[src/rtl/mem_arbiter.sv]
// mem_arbiter: round-robin arbiter for the single tiny16 memory port, with fixed
// access latency and locked back-to-back ownership for read-modify-write sequences.
`default_nettype none

module mem_arbiter #(
  parameter int NUM_REQ = 3,
  parameter int ADDR_W  = 16,
  parameter int DATA_W  = 16,
  parameter int LATENCY = 1
) (
  input  logic                      clk,
  input  logic                      rst_n,
  input  logic [NUM_REQ-1:0]        i_req,
  input  logic [NUM_REQ-1:0]        i_we,
  input  logic [NUM_REQ-1:0]        i_lock,
  input  logic [NUM_REQ*ADDR_W-1:0] i_addr,
  input  logic [NUM_REQ*DATA_W-1:0] i_wdata,
  output logic [NUM_REQ-1:0]        o_gnt,
  output logic [NUM_REQ-1:0]        o_done,
  output logic [DATA_W-1:0]         o_rdata,
  output logic                      o_mem_en,
  output logic                      o_mem_we,
  output logic [ADDR_W-1:0]         o_mem_addr,
  output logic [DATA_W-1:0]         o_mem_wdata,
  input  logic [DATA_W-1:0]         i_mem_rdata
);

  localparam int OW = $clog2(NUM_REQ);
  localparam int CW = (LATENCY > 1) ? $clog2(LATENCY) : 1;
  localparam logic [CW-1:0]      C_CNT_INIT  = CW'(LATENCY - 1);
  localparam logic [OW-1:0]      C_LAST_INIT = OW'(NUM_REQ - 1);
  localparam logic [NUM_REQ-1:0] C_ONE       = NUM_REQ'(1);

  typedef enum logic [1:0] {
    S_IDLE   = 2'd0,
    S_ACCESS = 2'd1
  } state_t;

  state_t              r_state, w_state;
  logic [OW-1:0]       r_owner, w_owner;
  logic [OW-1:0]       r_last, w_last;
  logic [CW-1:0]       r_cnt, w_cnt;
  logic [NUM_REQ-1:0]  r_gnt, w_gnt;
  logic [NUM_REQ-1:0]  r_done, w_done;
  logic [DATA_W-1:0]   r_rdata, w_rdata;
  logic                r_mem_en, w_mem_en;
  logic                r_mem_we, w_mem_we;
  logic [ADDR_W-1:0]   r_mem_addr, w_mem_addr;
  logic [DATA_W-1:0]   r_mem_wdata, w_mem_wdata;

  logic                w_found;
  logic [OW-1:0]       w_idx;
  logic [OW-1:0]       w_win;
  logic [OW-1:0]       w_sel;
  logic                w_sel_we;
  logic [ADDR_W-1:0]   w_sel_addr;
  logic [DATA_W-1:0]   w_sel_wdata;
  logic                w_keep;

  // Round-robin scan starting just after the most recent owner.
  always_comb begin
    w_found = 1'b0;
    w_win   = '0;
    w_idx   = '0;
    for (int k = 1; k <= NUM_REQ; k++) begin
      w_idx = OW'((int'(r_last) + k) % NUM_REQ);
      if (!w_found && i_req[w_idx]) begin
        w_found = 1'b1;
        w_win   = w_idx;
      end
    end
  end

  // The same request mux serves a fresh grant from IDLE and a locked re-grant.
  assign w_sel       = (r_state == S_IDLE) ? w_win : r_owner;
  assign w_sel_we    = i_we[w_sel];
  assign w_sel_addr  = i_addr[w_sel*ADDR_W +: ADDR_W];
  assign w_sel_wdata = i_wdata[w_sel*DATA_W +: DATA_W];
  assign w_keep      = i_lock[r_owner] && i_req[r_owner];

  always_comb begin
    w_state     = r_state;
    w_owner     = r_owner;
    w_last      = r_last;
    w_cnt       = r_cnt;
    w_gnt       = r_gnt;
    w_done      = '0;
    w_rdata     = r_rdata;
    w_mem_en    = r_mem_en;
    w_mem_we    = r_mem_we;
    w_mem_addr  = r_mem_addr;
    w_mem_wdata = r_mem_wdata;

    case (r_state)
      S_IDLE: begin
        if (w_found) begin
          w_owner     = w_win;
          w_gnt       = C_ONE << w_win;
          w_mem_en    = 1'b1;
          w_mem_we    = w_sel_we;
          w_mem_addr  = w_sel_addr;
          w_mem_wdata = w_sel_wdata;
          w_cnt       = C_CNT_INIT;
          w_state     = S_ACCESS;
        end
      end

      S_ACCESS: begin
        if (r_cnt != '0) begin
          w_cnt = r_cnt - 1'b1;
        end else begin
          w_done = C_ONE << r_owner;
          w_last = r_owner;
          if (!r_mem_we) begin
            w_rdata = i_mem_rdata;
          end
          if (w_keep) begin
            w_mem_we    = w_sel_we;
            w_mem_addr  = w_sel_addr;
            w_mem_wdata = w_sel_wdata;
            w_cnt       = C_CNT_INIT;
          end else begin
            w_gnt    = '0;
            w_mem_en = 1'b0;
            w_mem_we = 1'b0;
            w_state  = S_IDLE;
          end
        end
      end

      default: begin
        w_state     = S_IDLE;
        w_owner     = '0;
        w_last      = C_LAST_INIT;
        w_cnt       = '0;
        w_gnt       = '0;
        w_rdata     = '0;
        w_mem_en    = 1'b0;
        w_mem_we    = 1'b0;
        w_mem_addr  = '0;
        w_mem_wdata = '0;
      end
    endcase
  end

  always_ff @(posedge clk or negedge rst_n) begin
    if (!rst_n) begin
      r_state     <= S_IDLE;
      r_owner     <= '0;
      r_last      <= C_LAST_INIT;
      r_cnt       <= '0;
      r_gnt       <= '0;
      r_done      <= '0;
      r_rdata     <= '0;
      r_mem_en    <= 1'b0;
      r_mem_we    <= 1'b0;
      r_mem_addr  <= '0;
      r_mem_wdata <= '0;
    end else begin
      r_state     <= w_state;
      r_owner     <= w_owner;
      r_last      <= w_last;
      r_cnt       <= w_cnt;
      r_gnt       <= w_gnt;
      r_done      <= w_done;
      r_rdata     <= w_rdata;
      r_mem_en    <= w_mem_en;
      r_mem_we    <= w_mem_we;
      r_mem_addr  <= w_mem_addr;
      r_mem_wdata <= w_mem_wdata;
    end
  end

  assign o_gnt       = r_gnt;
  assign o_done      = r_done;
  assign o_rdata     = r_rdata;
  assign o_mem_en    = r_mem_en;
  assign o_mem_we    = r_mem_we;
  assign o_mem_addr  = r_mem_addr;
  assign o_mem_wdata = r_mem_wdata;

endmodule

`default_nettype wire

[config.mk]
export PLATFORM = sky130hd
export DESIGN_NAME = mem_arbiter
export DESIGN_NICKNAME = d
export VERILOG_FILES = /design/src/rtl/mem_arbiter.sv
export SDC_FILE = /design/constraint.sdc
export NUM_CORES = 1
export LEC_CHECK = 0
export ABC_CLOCK_PERIOD_IN_PS = 3060
export BUFFER_PORTS_ARGS = -buffer_cell sky130_fd_sc_hd__clkbuf_2
export CAP_MARGIN = 10
export CORE_ASPECT_RATIO = 1.5
export CORE_MARGIN = 2
export CORE_UTILIZATION = 45
export CTS_CLUSTER_DIAMETER = 100
export DETAILED_ROUTE_END_ITERATION = 10
export GPL_ROUTABILITY_DRIVEN = 0
export HOLD_SLACK_MARGIN = 0.1
export PLACE_DENSITY = 0.81
export SLEW_MARGIN = 10
export SYNTH_ARGS = -nofsm -noshare
export SYNTH_HDL_FRONTEND = slang
export SYNTH_SLANG_ARGS = --single-unit
[constraint.sdc]
create_clock -name clk -period 3.06 [get_ports clk]
set_input_delay 0.153 -clock clk [delete_from_list [all_inputs] [get_ports clk]]
set_output_delay 0.153 -clock clk [all_outputs]
set_load 0.01 [all_outputs]
==> Word level (Yosys, flattened, before mapping) <==
Cells that the tools add are included.
W data, S select, Z words.
{ "word_totals": {"regBits": 63, "inputBits": 123, "output_inout_bits": 56} }
{ "classes": {"addsub": 4, "div": 3, "order_cmp": 5, "eq_ne": 6, "n_shift": 4, "muxes": 55, "bitwise": 2, "reduce_logical": 12} }
{ "ops": {"columns": ["operator", "count"], "rows": [
  ["$mux W16", 8],
  ["$mod A32 B3 Y32 const B", 3],
  ["$pmux W16 S2", 3],
  ["$shiftx A48 B7 Y16", 2],
  ["$mux W2", 9],
  ["$mux W1", 17],
  ["$lt A2 B3 Y1 const B", 5],
  ["$mux W3", 5],
  ["$bmux W1 S2", 6],
  ["$pmux W2 S2", 3],
  ["$ne A2 B2 Y1 const B", 5],
  ["$reduce_and A3 Y1", 3],
  ["$add A2 B2 Y3 const B", 2],
  ["$pmux W1 S2", 3],
  ["$pmux W3 S2", 1],
  ["$reduce_and A2 Y1", 3],
  ["$shl A1 B2 Y3 const A", 2],
  ["$add A2 B1 Y3 const B", 1],
  ["$logic_and A1 B1 Y1", 3],
  ["$eq A2 B1 Y1 const B", 1],
  ["$logic_not A1 Y1", 2],
  ["$logic_not A2 Y1", 1],
  ["$not A1 Y1", 2],
  ["$sub A1 B1 Y1 const B", 1]
]} }

==> Longest topological paths before layout <==
{ "depth": {"ltp_word": 17, "mapped_depth": 11} }

==> Worst setup path after synthesis <==
OpenSTA, ideal clock, no wires.
{ "synth_timing": {"path_type": "reg-to-reg", "startpoint": "reg r_last[0]", "endpoint": "reg r_mem_we (netlist: o_mem_we)", "setup_ns": 0.120, "t_arrival_ns": 2.227, "required_time_ns": 2.940, "path_slack_ns": 0.713, "path_stages_with_launch": 10, "n_path_buf": 1, "synth_period_minus_slack_ns": 2.347, "cell_sequence": "dfrtp_1 > inv_1 > ha_1 > mux2_2 > a211o_1 > a21o_1 > o21a_1 > buf_6 > a211o_1 > o211a_1"} }
{ "synth_via": {"elab_chain_cells": 17} }
{ "synth_rtl": {"columns": ["item", "line", "text"], "rows": [
  ["from (decl)", "41", "logic [OW-1:0] r_last, w_last;"],
  ["from (signal assigned)", "162", "r_last <= w_last;"],
  ["$add A2 B1 Y3", "66", "w_idx = OW'((int'(r_last) + k) % NUM_REQ);"],
  ["$mod A32 B3 Y32", "66", null],
  ["$bmux W1 S2", "67", "if (!w_found && i_req[w_idx]) begin"],
  ["$mux W1 (implied by the code)", "67", null],
  ["$mux W1", "67", null],
  ["$logic_not A1 Y1", "67", null],
  ["$logic_and A1 B1 Y1", "67", null],
  ["$mux W1", "67", null],
  ["$logic_not A1 Y1", "67", null],
  ["$logic_and A1 B1 Y1", "67", null],
  ["$mux W2", "67", null],
  ["$mux W2", "75", "assign w_sel = (r_state == S_IDLE) ? w_win : r_owner;"],
  ["$bmux W1 S2", "76", "assign w_sel_we = i_we[w_sel];"],
  ["$mux W1 (implied by the code)", "76", null],
  ["$mux W1", "117", "if (w_keep) begin"],
  ["$mux W1", "109", "if (r_cnt != '0) begin"],
  ["$pmux W1 S2", "94", "case (r_state)"],
  ["to (signal assigned)", "168", "r_mem_we <= w_mem_we;"],
  ["to (decl)", "47", "logic r_mem_we, w_mem_we;"]
]} }
Parallel ways exist; a longest one is shown, timed or not. The select of a mux whose other input is x is not followed.
A chain may end at the register's enable or synchronous reset.

==> Final worst setup path <==
{ "layout_timing": {"startpoint": "reg r_last[1]", "endpoint": "reg r_mem_wdata[11] (netlist: o_mem_wdata[11])"} }
{ "layout_via": {"elab_chain_cells": 16} }
{ "layout_rtl": {"columns": ["item", "line", "text"], "rows": [
  ["$add A2 B1 Y3", "66", null],
  ["$mod A32 B3 Y32", "66", null],
  ["$bmux W1 S2", "67", null],
  ["$mux W1 (implied by the code)", "67", null],
  ["$mux W1", "67", null],
  ["$logic_not A1 Y1", "67", null],
  ["$logic_and A1 B1 Y1", "67", null],
  ["$mux W1", "67", null],
  ["$logic_not A1 Y1", "67", null],
  ["$logic_and A1 B1 Y1", "67", null],
  ["$mux W2", "67", null],
  ["$mux W2", "75", null],
  ["$shiftx A48 B7 Y16", "78", "assign w_sel_wdata = i_wdata[w_sel*DATA_W +: DATA_W];"],
  ["$mux W16", "117", null],
  ["$mux W16", "109", null],
  ["$pmux W16 S2", "94", null],
  ["to (signal assigned)", "170", "r_mem_wdata <= w_mem_wdata;"],
  ["to (decl)", "49", "logic [DATA_W-1:0] r_mem_wdata, w_mem_wdata;"]
]} }
Parallel ways exist; a longest one is shown, timed or not. The select of a mux whose other input is x is not followed.

==> results.tsv <==
stage	metric	value	unit
final_layout	area of the multi-input gates	0.00164	mm^2
clock_network	CTS resizes	0	
timing	min Tclk post-route	2780	ps
timing	endpoints failing setup	0	
routing	met1 WL	3690	um
synthesis	Unique masters post-synth	47	
synthesis	Netlist Area Pre-Place	0.00329	mm^2
clock_network	TritonCTS Buffers	9	
setup_path	CP required	3280	ps
synthesis	register area share after synthesis	45.7	%
job	Max-Cap Viols	0	
routing	met2 WL	6000	um
routing	drt via density	5.36	
floorplanning	core area	0.00718	mm^2
clock_network	CTS tree	done	
synthesis	flip-flop and latch count after synthesis	60	
timing	Pins Over Slew Limit	0	
pwr	Peak VDD IR	0.000638	V
floorplanning	Die H	109	um
synthesis	Post-Synth XOR/XNOR Area	0	%
global_routing	GRT Total Usage	27.3	%
placed_design	dpl cells	586	
timing	Setup TNS	0	ps
synthesis	Syn Inst Count	322	
global_routing	first-pass GRT wire length	16800	um
routing	residual DRC count	0	
clock_network	Max clock buf depth	2	
placed_design	HPWL after detailed placement	7090	um
clock_network	worst-skew pair later-pin latency	350	ps
routing	top sig layer	met4	
synthesis	leading area contributor after synthesis	dfrtp_1	
final_layout	layout cell share with drive strength beyond 1	41.9	%
synthesis	Post-synth EDFFs	0	
routing	metal3 WL	835	um
timing	Slew HR	46.5	%
routing	DR iter-0 viols	250	
synthesis	top_reg_cell synth	dfrtp_1	
floorplanning	Initial Util	45.8	%
synthesis	Async SR Flop Fraction	100	%
setup_path	WP data arrival	3000	ps
routing	Post-Route WL	10900	um
global_routing	largest net degree at the start of global routing	35	
routing	DR WL/cell	16.7	um
routing	Vias	3490	
placed_design	number of port buffers	178	
final_layout	# fillers	538	
timing	Slew @ Worst Pin	803	ps
global_routing	vias in the first global route	3578	
synthesis	Synth top cells by count	59 x dfrtp_1, 43 x nand2_1, 34 x mux2i_1, 33 x o211ai_1, 31 x nand3_1	
synthesis	post-synthesis adder-cell area fraction	1.52	%
floorplanning	Die W	73.8	um
timing	Tcrit/Tclk final	90.9	%
final_layout	Storage cell area	0.00150	mm^2
setup_path	flop2flop setup slack	280	ps
run_status	status	complete, no violations	
synthesis	largest family of logic cells by synthesized area	multiplexers	
setup_path	kind of end point of the critical path	flip-flop	
timing	Clock Skew	9.78	ps
synthesis	syn nets	449	
synthesis	Synth top area share	44.9	%
synthesis	average size of a mapped cell	10.2	um^2
setup_path	CP Launch Type	flip-flop	
global_routing	initial antenna violation count	0	
clock_network	H-Tree Depth	3	
synthesis	cell with the most instances after synthesis	dfrtp_1	
synthesis	Synth Area in Compound Gates	15.3	%
final_layout	ant diodes	0	
final_layout	fin util	68.9	%
pwr	PD cells	1080	mW/mm^2
final_layout	Layout area overhead	50.4	%
synthesis	synth top area cells	dfrtp_1 45%, mux2i_1 10%, o211ai_1 7.5%	
synthesis	Simple-Gate Fraction of Synth Area	16.1	%
timing	RSZ-0062 raised after global routing	no	
floorplanning	FP Rows	38	
global_routing	grt total ovfl	0	
setup_path	crit path max fanout	16	
clock_network	Post CTS Setup Buffer Count	0	
routing	Detailed Routing Iterations Pass 1	4	
final_layout	non-filler cells, final	651	
synthesis	Synth Warn #	0	
clock_network	TritonCTS sink count	60	
final_layout	Final Net Count	673	
clock_network	CTS Root Cell	clkbuf_8	
floorplanning	I/O Pins	179	
routing	Routed Antenna Nets	0	
floorplanning	die area	0.00802	mm^2
clock_network	clk slew on worst S/H paths	70	ps
synthesis	post-synthesis mux area share	16.6	%
timing	Final Hold Vio Count	0	
min_path	HP Class	primary input to flip-flop	
pwr	leakage power	2.48	nW
timing	fmax	359	MHz
setup_path	CP Class	flip-flop to flip-flop	
path summary, 6_finish.rpt:
kind,from,end,cells after the start
max,r_last[1],o_mem_wdata[11],7
min,i_wdata[22],o_mem_wdata[6],3
max reg2reg,r_last[1],o_mem_wdata[11],7
min reg2reg,o_gnt[2],o_gnt[2],1
max in group asynchronous,rst_n,o_done[0],3
min in group asynchronous,rst_n,o_mem_wdata[6],2
placed cells by master (no fill, tap or decap), types with 3 or more instances in the layout:
| cell type | Yosys | routed |
|---|---|---|
| a21oi_1 | 3 | 3 |
| buf_4 | 6 | 8 |
| dlygate4sd3_1 | 0 | 49 |
| nand3_1 | 31 | 31 |
| clkbuf_2 | 0 | 178 |
| nor2b_1 | 3 | 3 |
| a31oi_1 | 3 | 3 |
| nand2_1 | 43 | 43 |
| o21ai_0 | 6 | 6 |
| ha_1 | 4 | 4 |
| clkbuf_8 | 0 | 11 |
| and2_1 | 3 | 3 |
| inv_1 | 8 | 8 |
| nor3_1 | 4 | 4 |
| nand3b_1 | 3 | 3 |
| o211ai_1 | 33 | 33 |
| mux2i_1 | 34 | 34 |
| nand2b_1 | 3 | 3 |
| nor2_1 | 7 | 7 |
| dfrtp_1 | 59 | 59 |
| mux2_2 | 17 | 17 |
worst max-delay path: stages (launching register included):
cell and delay, ps:
dfstp_2 540, ha_1 360, nand2b_1 130, o31ai_1 380
a31oi_1 230, o21ai_2 670, buf_12 230, o211ai_1 110
logic make-up (layout without fill, tap and decap cells):
group,after synthesis,after routing
fa+ha+maj,4,4
buf+inv,32,261
compound gates,66,66
flops,60,60
simple gates,108,108
mux,52,52
layout make-up:
type / count / share of cell area [%]
multi-input combinational: 230 / 33.2
sequential: 60 / 30.4
timing repair buffer: 236 / 29.6
clock buffer: 13 / 3.21
tap: 100 / 2.53
inverter: 9 / 0.683
clock inverter: 3 / 0.430
registers in the layout, indices dropped and copies added (netlist names):
name / cells
o_mem_wdata: 16
o_rdata: 16
r_last: 2
o_done: 3
o_gnt: 3
o_mem_en: 1
o_mem_addr: 16
r_owner: 2
o_mem_we: 1
layer usage:
metal / vias to the layer above / global-route usage [%]
met5: - / 0
met4: 0 / 13.2
met3: 35 / 7.76
met2: 203 / 48.5
met1: 1636 / 29.1
li1: 1616 / -
power breakdown:
group	total, mW	switching (mW)	internal [mW]
registers	1.46	0.261	1.20
clock network	0.642	0.304	0.338
logic	3.23	1.82	1.42
through the flow:
step	worst slack, ps	power, mW	cell area, um^2	hold slack (ps)
after floorplan	713	3.67	3290	-143
after global routing	98.5	5.72	4940	131
final	278	5.33	4940	112
after detailed placement	347	4.59	4270	263
after CTS	333	5.29	4940	104
after global placement	451	4.48	4270	242
timing repair:
| action | CTS | global route |
|---|---|---|
| endpoints found under the setup margin | 0 | 0 |
| hold buffers | 49 | 0 |
| hold endpoints to repair | 75 | 0 |
Note: power is estimated with default switching activity, not from simulation.
